`src/rtl/seven_seg_scanner_if.sv`:
```
// Bundle between the watch controller and the seven-segment scanner:
// image load request, live blink mask, and the decoder/digit drive
// returned by the scanner.
interface seven_seg_scanner_if #(
    parameter int NUM_DIGITS = 4
) ();

    // Controller -> scanner
    logic                      load;
    logic [4*NUM_DIGITS-1:0]   load_values;
    logic [NUM_DIGITS-1:0]     load_modes;
    logic [NUM_DIGITS-1:0]     blink_mask;

    // Scanner -> decoder / digit drivers / controller
    logic [3:0]                dec_value;
    logic                      dec_mode;
    logic [NUM_DIGITS-1:0]     digit_en;
    logic                      frame_start;
    logic                      load_ack;

    // Controller side
    modport master (
        output load, load_values, load_modes, blink_mask,
        input  dec_value, dec_mode, digit_en, frame_start, load_ack
    );

    // Scanner side
    modport slave (
        input  load, load_values, load_modes, blink_mask,
        output dec_value, dec_mode, digit_en, frame_start, load_ack
    );

endinterface

```
`src/rtl/seven_seg_scanner.sv`:
```
// Time-multiplexed seven-segment scanner. Each digit slot is a blanking
// period followed by a drive period; a frame is NUM_DIGITS slots. The
// displayed image is double-buffered and only swapped at the frame
// boundary so the display never tears. Per-digit blinking gates the
// digit enable on alternate groups of BLINK_DIV frames.
module seven_seg_scanner #(
    parameter int NUM_DIGITS   = 4,
    parameter int SCAN_DIV     = 1000,
    parameter int BLANK_CYCLES = 16,
    parameter int BLINK_DIV    = 64
) (
    input  logic                 clk,
    input  logic                 reset,
    seven_seg_scanner_if.slave   bus
);

    // Slot counter must hold the longer of the two phase lengths.
    localparam int MAX_PHASE = (SCAN_DIV > BLANK_CYCLES) ? SCAN_DIV : BLANK_CYCLES;
    localparam int CNT_W     = (MAX_PHASE > 1) ? $clog2(MAX_PHASE) : 1;
    localparam int IDX_W     = (NUM_DIGITS > 1) ? $clog2(NUM_DIGITS) : 1;
    localparam int BC_W      = $clog2(BLINK_DIV + 1);
    localparam int VAL_W     = 4 * NUM_DIGITS;

    localparam logic [CNT_W-1:0] BLANK_LAST = CNT_W'(BLANK_CYCLES - 1);
    localparam logic [CNT_W-1:0] DRIVE_LAST = CNT_W'(SCAN_DIV - 1);
    localparam logic [IDX_W-1:0] IDX_LAST   = IDX_W'(NUM_DIGITS - 1);
    localparam logic [BC_W-1:0]  BLINK_WRAP = BC_W'(BLINK_DIV);

    // Blank image: every digit shows ALPHABET code 0 (space).
    localparam logic [VAL_W-1:0]      BLANK_VALUES = '0;
    localparam logic [NUM_DIGITS-1:0] BLANK_MODES  = '1;

    typedef enum logic {
        ST_BLANK = 1'b0,
        ST_DRIVE = 1'b1
    } state_t;

    // Scan state
    state_t                  state_q,       state_d;
    logic [IDX_W-1:0]        idx_q,         idx_d;
    logic [CNT_W-1:0]        cnt_q,         cnt_d;
    logic [BC_W-1:0]         blink_cnt_q,   blink_cnt_d;
    logic                    blink_phase_q, blink_phase_d;

    // Double-buffered image
    logic [VAL_W-1:0]        act_val_q,     act_val_d;
    logic [NUM_DIGITS-1:0]   act_mode_q,    act_mode_d;
    logic [VAL_W-1:0]        pend_val_q,    pend_val_d;
    logic [NUM_DIGITS-1:0]   pend_mode_q,   pend_mode_d;
    logic                    pend_q,        pend_d;

    // Registered outputs
    logic [3:0]              dec_value_q,   dec_value_d;
    logic                    dec_mode_q,    dec_mode_d;
    logic [NUM_DIGITS-1:0]   digit_en_q,    digit_en_d;
    logic                    frame_start_q, frame_start_d;
    logic                    load_ack_q,    load_ack_d;

    logic                    phase_done;
    logic                    frame_wrap;
    logic [BC_W-1:0]         blink_inc;

    // Next-state, buffer commit/load and registered output values.
    // NOTE: every signal assigned here gets a default first, so no path
    // leaves a value unassigned and no latch is inferred.
    always_comb begin
        state_d       = state_q;
        idx_d         = idx_q;
        cnt_d         = cnt_q;
        blink_cnt_d   = blink_cnt_q;
        blink_phase_d = blink_phase_q;
        act_val_d     = act_val_q;
        act_mode_d    = act_mode_q;
        pend_val_d    = pend_val_q;
        pend_mode_d   = pend_mode_q;
        pend_d        = pend_q;
        dec_value_d   = 4'd0;
        dec_mode_d    = 1'b1;
        digit_en_d    = '0;
        frame_start_d = 1'b0;
        load_ack_d    = 1'b0;
        frame_wrap    = 1'b0;
        blink_inc     = blink_cnt_q + 1'b1;

        phase_done = (state_q == ST_BLANK) ? (cnt_q == BLANK_LAST)
                                           : (cnt_q == DRIVE_LAST);

        // Slot sequencing: BLANK -> DRIVE on the same digit, DRIVE -> BLANK
        // on the next digit, wrapping after the last digit.
        if (!phase_done) begin
            cnt_d = cnt_q + 1'b1;
        end else begin
            cnt_d = '0;
            if (state_q == ST_BLANK) begin
                state_d = ST_DRIVE;
            end else begin
                state_d = ST_BLANK;
                if (idx_q == IDX_LAST) begin
                    idx_d      = '0;
                    frame_wrap = 1'b1;
                end else begin
                    idx_d = idx_q + 1'b1;
                end
            end
        end

        // Frame boundary: announce the frame, commit any pending image and
        // advance the blink schedule.
        if (frame_wrap) begin
            frame_start_d = 1'b1;
            if (pend_q) begin
                act_val_d  = pend_val_q;
                act_mode_d = pend_mode_q;
                pend_d     = 1'b0;
                load_ack_d = 1'b1;
            end
            if (blink_inc == BLINK_WRAP) begin
                blink_cnt_d   = '0;
                blink_phase_d = ~blink_phase_q;
            end else begin
                blink_cnt_d = blink_inc;
            end
        end

        // A load on the commit edge lands after the commit above, so it
        // waits for the next frame rather than being lost.
        if (bus.load) begin
            pend_val_d  = bus.load_values;
            pend_mode_d = bus.load_modes;
            pend_d      = 1'b1;
        end

        // Drive values for the state being entered; a blinked-off digit
        // keeps its value on the decoder but its enable stays low.
        if (state_d == ST_DRIVE) begin
            dec_value_d = act_val_d[4*idx_d +: 4];
            dec_mode_d  = act_mode_d[idx_d];
            digit_en_d[idx_d] = ~(blink_phase_d & bus.blink_mask[idx_d]);
        end
    end

    // State, buffer and output registers with synchronous reset.
    // NOTE: sequential state uses non-blocking assignments so all flops
    // update together from values sampled before the edge.
    always_ff @(posedge clk) begin
        if (reset) begin
            state_q       <= ST_BLANK;
            idx_q         <= '0;
            cnt_q         <= '0;
            blink_cnt_q   <= '0;
            blink_phase_q <= 1'b0;
            // NOTE: the image buffers are plain flops, not RAM, so they are
            // reset to the blank image and the display starts clean.
            act_val_q     <= BLANK_VALUES;
            act_mode_q    <= BLANK_MODES;
            pend_val_q    <= BLANK_VALUES;
            pend_mode_q   <= BLANK_MODES;
            pend_q        <= 1'b0;
            dec_value_q   <= 4'd0;
            dec_mode_q    <= 1'b1;
            digit_en_q    <= '0;
            frame_start_q <= 1'b0;
            load_ack_q    <= 1'b0;
        end else begin
            state_q       <= state_d;
            idx_q         <= idx_d;
            cnt_q         <= cnt_d;
            blink_cnt_q   <= blink_cnt_d;
            blink_phase_q <= blink_phase_d;
            act_val_q     <= act_val_d;
            act_mode_q    <= act_mode_d;
            pend_val_q    <= pend_val_d;
            pend_mode_q   <= pend_mode_d;
            pend_q        <= pend_d;
            dec_value_q   <= dec_value_d;
            dec_mode_q    <= dec_mode_d;
            digit_en_q    <= digit_en_d;
            frame_start_q <= frame_start_d;
            load_ack_q    <= load_ack_d;
        end
    end

    assign bus.dec_value   = dec_value_q;
    assign bus.dec_mode    = dec_mode_q;
    assign bus.digit_en    = digit_en_q;
    assign bus.frame_start = frame_start_q;
    assign bus.load_ack    = load_ack_q;

endmodule

```
`src/flat_wrapper.sv`:
```
// flat-port wrapper written by rule: the top's interface ports become plain ports
module seven_seg_scanner_flat 
#(
    parameter int NUM_DIGITS   = 4,
    parameter int SCAN_DIV     = 1000,
    parameter int BLANK_CYCLES = 16,
    parameter int BLINK_DIV    = 64
)
  (clk, reset, bus_load, bus_load_values, bus_load_modes, bus_blink_mask, bus_dec_value, bus_dec_mode, bus_digit_en, bus_frame_start, bus_load_ack);
  seven_seg_scanner_if #(.NUM_DIGITS(NUM_DIGITS)) bus_i ();
  input  logic clk;
  input  logic reset;
  input wire logic [$bits(bus_i.load)-1:0] bus_load;
  input wire logic [$bits(bus_i.load_values)-1:0] bus_load_values;
  input wire logic [$bits(bus_i.load_modes)-1:0] bus_load_modes;
  input wire logic [$bits(bus_i.blink_mask)-1:0] bus_blink_mask;
  output wire logic [$bits(bus_i.dec_value)-1:0] bus_dec_value;
  output wire logic [$bits(bus_i.dec_mode)-1:0] bus_dec_mode;
  output wire logic [$bits(bus_i.digit_en)-1:0] bus_digit_en;
  output wire logic [$bits(bus_i.frame_start)-1:0] bus_frame_start;
  output wire logic [$bits(bus_i.load_ack)-1:0] bus_load_ack;
  assign bus_i.load = bus_load;
  assign bus_i.load_values = bus_load_values;
  assign bus_i.load_modes = bus_load_modes;
  assign bus_i.blink_mask = bus_blink_mask;
  assign bus_dec_value = bus_i.dec_value;
  assign bus_dec_mode = bus_i.dec_mode;
  assign bus_digit_en = bus_i.digit_en;
  assign bus_frame_start = bus_i.frame_start;
  assign bus_load_ack = bus_i.load_ack;
  seven_seg_scanner #(.NUM_DIGITS(NUM_DIGITS), .SCAN_DIV(SCAN_DIV), .BLANK_CYCLES(BLANK_CYCLES), .BLINK_DIV(BLINK_DIV)) u_core (.clk(clk), .reset(reset), .bus(bus_i));
endmodule
```
`config.mk`:
```
export PLATFORM = sky130hd
export DESIGN_NAME = seven_seg_scanner_flat
export DESIGN_NICKNAME = d
export VERILOG_FILES = /design/src/rtl/seven_seg_scanner_if.sv /design/src/rtl/seven_seg_scanner.sv /design/src/flat_wrapper.sv
export SDC_FILE = /design/constraint.sdc
export NUM_CORES = 1
export LEC_CHECK = 0
export BUFFER_PORTS_ARGS = -buffer_cell sky130_fd_sc_hd__buf_4
export CAP_MARGIN = 10
export CORE_AREA = 2 2 82 84
export DETAILED_ROUTE_END_ITERATION = 6
export DIE_AREA = 0 0 84 86
export PLACE_DENSITY_LB_ADDON = 0.15
export SLEW_MARGIN = 20
export SYNTH_ARGS = -nofsm -noshare
export SYNTH_HDL_FRONTEND = slang
export SYNTH_SLANG_ARGS = --single-unit
```
`constraint.sdc`:
```
create_clock -name clk -period 6.8 [get_ports clk]
set_clock_uncertainty 0.05 [all_clocks]
set_input_delay 1.36 -clock clk [delete_from_list [all_inputs] [get_ports clk]]
set_output_delay 1.36 -clock clk [all_outputs]
set_load 0.02 [all_outputs]
```
Word-level counts from Yosys, hierarchy flattened
Index checks and enable logic that the tools add are counted.
{"block": "totals", "register_bits": 73, "in_bits": 27, "output_inout_bits": 11, "wordCells": 62}
{"block": "op_classes", "add_sub_neg": 3, "magnitude_cmp": 2, "eq_ne": 4, "shifts": 1, "mux": 26, "n_bitwise": 6, "reduce_logical": 5}
{"op": "two-way mux 16 bit", "count": 2}
{"op": "variable part select 16 x 5 -> 4 bit", "count": 1}
{"op": "two-way mux 1 bit", "count": 15}
{"op": "adder 10 x 1 -> 10 bit (second input constant)", "count": 1}
{"op": "== test 10 bit (second input constant)", "count": 1}
{"op": "== test 10 x 4 -> 1 bit (second input constant)", "count": 1}
{"op": "two-way mux 4 bit", "count": 2}
{"op": "adder 7 x 1 -> 7 bit (second input constant)", "count": 1}
{"op": "== test 7 bit (second input constant)", "count": 1}
{"op": "two-way mux 7 bit", "count": 1}
{"op": "two-way mux 2 bit", "count": 3}
{"op": "OR reduction 2 bit", "count": 3}
{"op": "bitwise AND 4 bit", "count": 1}
{"op": "binary-select mux 1 bit (select 2 bit)", "count": 2}
{"op": "NOT 1 bit", "count": 4}
{"op": "< comparator 2 x 3 -> 1 bit (second input constant)", "count": 1}
{"op": "adder 2 x 1 -> 2 bit (second input constant)", "count": 1}
{"op": "demux 1 bit (select 2 bit)", "count": 1}
{"op": "== test 2 bit (second input constant)", "count": 1}
{"op": "greater-or-equal comparator 2 x 1 -> 1 bit (second input constant)", "count": 1}
{"op": "nonzero test 2 bit", "count": 1}
{"op": "bitwise AND 1 bit", "count": 1}
{"op": "logical AND 1 bit", "count": 1}

Logic depth before layout (Yosys ltp)
{"block": "logic_depth", "word_depth": 9, "depth_mapped": 8, "mapped_depth_nobuf": 6}

Worst setup path before layout
No wires, ideal clock.
{"block": "synth_path", "path_kind": "input -> register", "startpoint": "input bus_load", "endpoint": "register u_core.pend_val_q[0]", "setup_ns": 0.128, "arrival_ns": 2.314, "required_time_ns": 6.622, "slack_ns": 4.308, "cell_stages": 4, "n_path_buf": 2, "cell_sequence": "clkbuf_1 > buf_1 > mux2i_1 > nor2_1"}
{"element": "from (decl)", "line_no": "flat_wrapper.sv:13", "source": "input wire logic [$bits(bus_i.load)-1:0] bus_load;"}
{"element": "to (signal assigned)", "line_no": "seven_seg_scanner.sv:172", "source": "pend_val_q <= pend_val_d;"}
{"element": "to (decl)", "line_no": "seven_seg_scanner.sv:48", "source": "logic [VAL_W-1:0] pend_val_q, pend_val_d;"}

Final worst setup path
{"block": "layout_path", "startpoint": "register u_core.cnt_q[0]", "endpoint": "register u_core.dec_value_q[0] (netlist: u_core.bus.dec_value[0])"}
{"block": "layout_via", "elab_chain_cells": 5, "word_cells_on_any_way": 10, "classes_between": "eq/ne (2); shift (1); mux (5); bitwise (1); reduce/logical (1)"}
{"element": "from (decl)", "line_no": "seven_seg_scanner.sv:41", "source": "logic [CNT_W-1:0] cnt_q, cnt_d;"}
{"element": "from (signal assigned)", "line_no": "seven_seg_scanner.sv:167", "source": "cnt_q <= cnt_d;"}
{"element": "== test 10 x 4 -> 1 bit or == test 10 bit (tied branches)", "line_no": "seven_seg_scanner.sv:85, seven_seg_scanner.sv:86"}
{"element": "two-way mux 1 bit *", "line_no": "seven_seg_scanner.sv:85", "source": "phase_done = (state_q == ST_BLANK) ? (cnt_q == BLANK_LAST)"}
{"element": "two-way mux 1 bit", "line_no": "seven_seg_scanner.sv:90", "source": "if (!phase_done) begin"}
{"element": "two-way mux 16 bit or NOT 1 bit (tied branches)"}
{"element": "variable part select 16 x 5 -> 4 bit or OR reduction 2 bit (tied branches)"}
{"element": "to (signal assigned)", "line_no": "seven_seg_scanner.sv:175", "source": "dec_value_q <= dec_value_d;"}
{"element": "to (decl)", "line_no": "seven_seg_scanner.sv:53", "source": "logic [3:0] dec_value_q, dec_value_d;"}
Mark *: on every way between the ends. The rest lies on a longest branch, timed or not.
A chain may end at the register's enable or synchronous reset.

==> run_results.csv <==
group,metric,value,unit
run_status,run_status,"completed",
routing,avgViaCountPerCell,5.349,
routing,wl_per_cell,13.39,um
die,io_pins,38,
timing,setup_tns,0,ns
pwr,p_sw,0.0001936,W
global_routing,grt_pass1_vias,2148,
placed_design,port_buffers,37,
yosys,ys_types,48,
die,core,0.006277,mm^2
setup_path,arrival,2.69,ns
routing,drt_iter0_drc,73,
setup_path,end_kind,"flip-flop",
setup_path,critPathMaxFanout,26,
job,maxCapViolCount,0,
yosys,synth_top_area_share,47.95,%
die,start_util,48.55,%
timing,slew_headroom,60.86,%
timing,finalSetupViolations,0,
global_routing,grt_max_degree,57,
timing,post-route-period-util,36.75,%
routing,drc,0,
yosys,synth_area_leaders,"dfxtp_1, nand2_1, mux2i_1",
cells_and_area,multi_input_area,0.001498,mm^2
cells_and_area,final_layout_size_suffix_gt1_share,17.70,%
yosys,synth_nets,349,
pwr,power,0.0008716,W
worst_hold_path,hold_path.class,"flip-flop to flip-flop",
placed_design,place_congestion,0.8066,
pwr,clkPwrFrac,45.0,%
clocking,cts.reportedPaths.clkPinSlew,0.08,ns
pwr,combPwrFrac,4.1,%
yosys,yosysWarnings,0,
yosys,ys_seq_area_share,47.95,%
timing,worst_pin_slew,0.5821,ns
routing,drtPass1Iterations,4,
cells_and_area,nets,381,
clocking,tritoncts_num_sinks,73,
die,dieArea,0.007224,mm^2
routing,drt-total-wl,5798,um
pwr,sequentialPowerShare,50.8,%
clocking,postCtsHoldBufs,0,
global_routing,grt_use_total,17.31,%
yosys,netlist_instances,319,
timing,fmax,400.2,MHz
timing,drv_slew,0,
pwr,switching_share,22.21,%
yosys,ys_ff_latch,73,
clocking,cts_setup_buffers,0,
clocking,numCtsBuffers,9,
cells_and_area,finalCoreUtilization,56.97,%
pwr,leakage,1.509,nW
pwr,power.internal,0.0006780,W
yosys,syn_area_per_cell,9.555,um^2
die,fp.dieW,84,um
yosys,netlist_area,0.003048,mm^2
timing,rsz0062_at_grt,"false",
timing,timing.final.hold_violations,0,
placed_design,dp_hpwl,4003,um
cells_and_area,nFillCells,573,
cells_and_area,antenna_cells,0,
clocking,clk-insertion-delay-late,0.34,ns
setup_path,crit_type,"flip-flop to flip-flop",
timing,period_minus_slack,2.499,ns
clocking,cts_tree,"yes",
pwr,p_per_area,243.8,mW/mm^2
global_routing,grt_first_pass_wirelength,9949,um
setup_path,required,6.99,ns
setup_path,cp-start-kind,"flip-flop",
global_routing,antenna_found_initial,0,
clocking,cts_root_buf,"clkbuf_8",
cells_and_area,register_area,0.001461,mm^2
yosys,synth_top_cell_by_area,"dfxtp_1",
die,die_h,86,um
clocking,cts-htree-levels,3,
pwr,peakVddDrop,0.1806,mV
clocking,cts_resized,0,
routing,ant_nets,0,
die,fp-row-count,29,
clocking,cts_max_path_buffers,2,
cells_and_area,syn_to_final_growth,17.32,%
global_routing,grt_overflow,0,
routing,routed-via-count,2316,
[power by group through the flow]
stage                     sequential [W]  combinational [W]  clock [W]
after floorplan                 0.000451          0.0000231          0
after global placement          0.000453          0.0000360          0
after detailed placement        0.000453          0.0000367          0
after CTS                       0.000443          0.0000367   0.000400
after global routing            0.000444          0.0000408   0.000418
final                           0.000443          0.0000361   0.000393
[state kept, by name, summed over array words and instances, names as in the netlist, 4 cells and up]
name / count
u_core.act_mode_q: 4
u_core.act_val_q: 16
u_core.blink_cnt_q: 7
u_core.bus.dec_value: 4
u_core.bus.digit_en: 4
u_core.cnt_q: 10
u_core.pend_mode_q: 4
u_core.pend_val_q: 16
[placed cells by master, fill, tap and decap left out, drive strengths merged, types with 5 or more instances in the layout]
cell	netlist	routed
dfxtp	73	73
a21oi	19	19
a211oi	6	6
nand3b	5	5
clkbuf	10	10
buf	6	37
nor2b	8	8
nor2	40	40
and3	6	6
xor2	7	7
nand3	8	8
mux2i	17	17
nand2	52	52
xnor2	8	8
mux4	6	6
and2	5	5
[cells by family after synthesis]
group                    Yosys count  share of synthesized area, %
flip-flops                        73                         47.95
buffers and inverters             18                         2.914
XOR/XNOR                          15                         4.310
AO/OA/AOI/OAI                     45                         9.606
multiplexers                      24                         11.00
AND/OR/NAND/NOR                  141                         22.99
adder cells (fa/ha/maj)            3                         1.232
[layer usage]
layer | track usage [%] | vias to the layer above | share of wire (%)
met2 | 27.49 | 46 | 47
met1 | 22.20 | 1088 | 47
li1 | - | 1175 | -
met5 | 0 | - | 0
met3 | 5.390 | 7 | 4.5
met4 | 6.745 | 0 | 1.2
[final timing paths]
check	end	start	slack, ns	cells after the start
worst max-delay path	u_core.bus.dec_value[0]	u_core.cnt_q[0]	4.30	6
worst min-delay path	u_core.cnt_q[0]	u_core.cnt_q[0]	0.40	1
worst max register to register	u_core.bus.dec_value[0]	u_core.cnt_q[0]	4.30	6
worst min register to register	u_core.cnt_q[0]	u_core.cnt_q[0]	0.40	1
[cell type report]
class                           instances  share of cell area (%)
Sequential cell                        73                   40.87
Tap cell                               77                   2.694
Timing Repair Buffer                   37                   7.768
Multi-Input combinational cell        228                   41.88
Clock inverter                          6                   2.729
Clock buffer                           10                   3.849
Inverter                                2                  0.2099
[through the flow]
stage               cells  worst slack, ns  hold WS (ns)  instance area, um^2
floorplan             319            4.308        0.3675                 3048
global placement      417            4.222        0.3834                 3341
detailed placement    417            4.234        0.3948                 3341
CTS                   433            4.276        0.4060                 3576
global route          433            4.080        0.4213                 3576
finish                433            4.301        0.4001                 3576
[synth_stat cells, drive strengths merged]
cell type	number
buf	6
xor2	7
o22a	1
clkbuf	10
o2111ai	1
a21oi	19
nand4b	1
o21ai	3
o22ai	1
nor2b	8
nor2	40
nand2	52
xnor2	8
a31oi	1
dfxtp	73
a211o	4
and3	6
nor3b	1
nand4	4
ha	3
nor3	4
and3b	2
a22o	3
nor4	2
mux4	6
a41oi	1
nand3	8
a21o	1
mux2i	17
a211oi	6
mux2	1
and4	2
o31ai	1
and2	5
nand3b	5
inv	2
a21boi	3
and4b	1
[critical path, stage by stage, from the launching register on]
cell and delay (ns):
dfxtp_1 0.35, ha_1 0.28, and4b_1 0.29, and4_1 0.42, nand2_2 0.37, mux4_2 0.39, a22o_1 0.23
(Power assumes the default switching activity.)
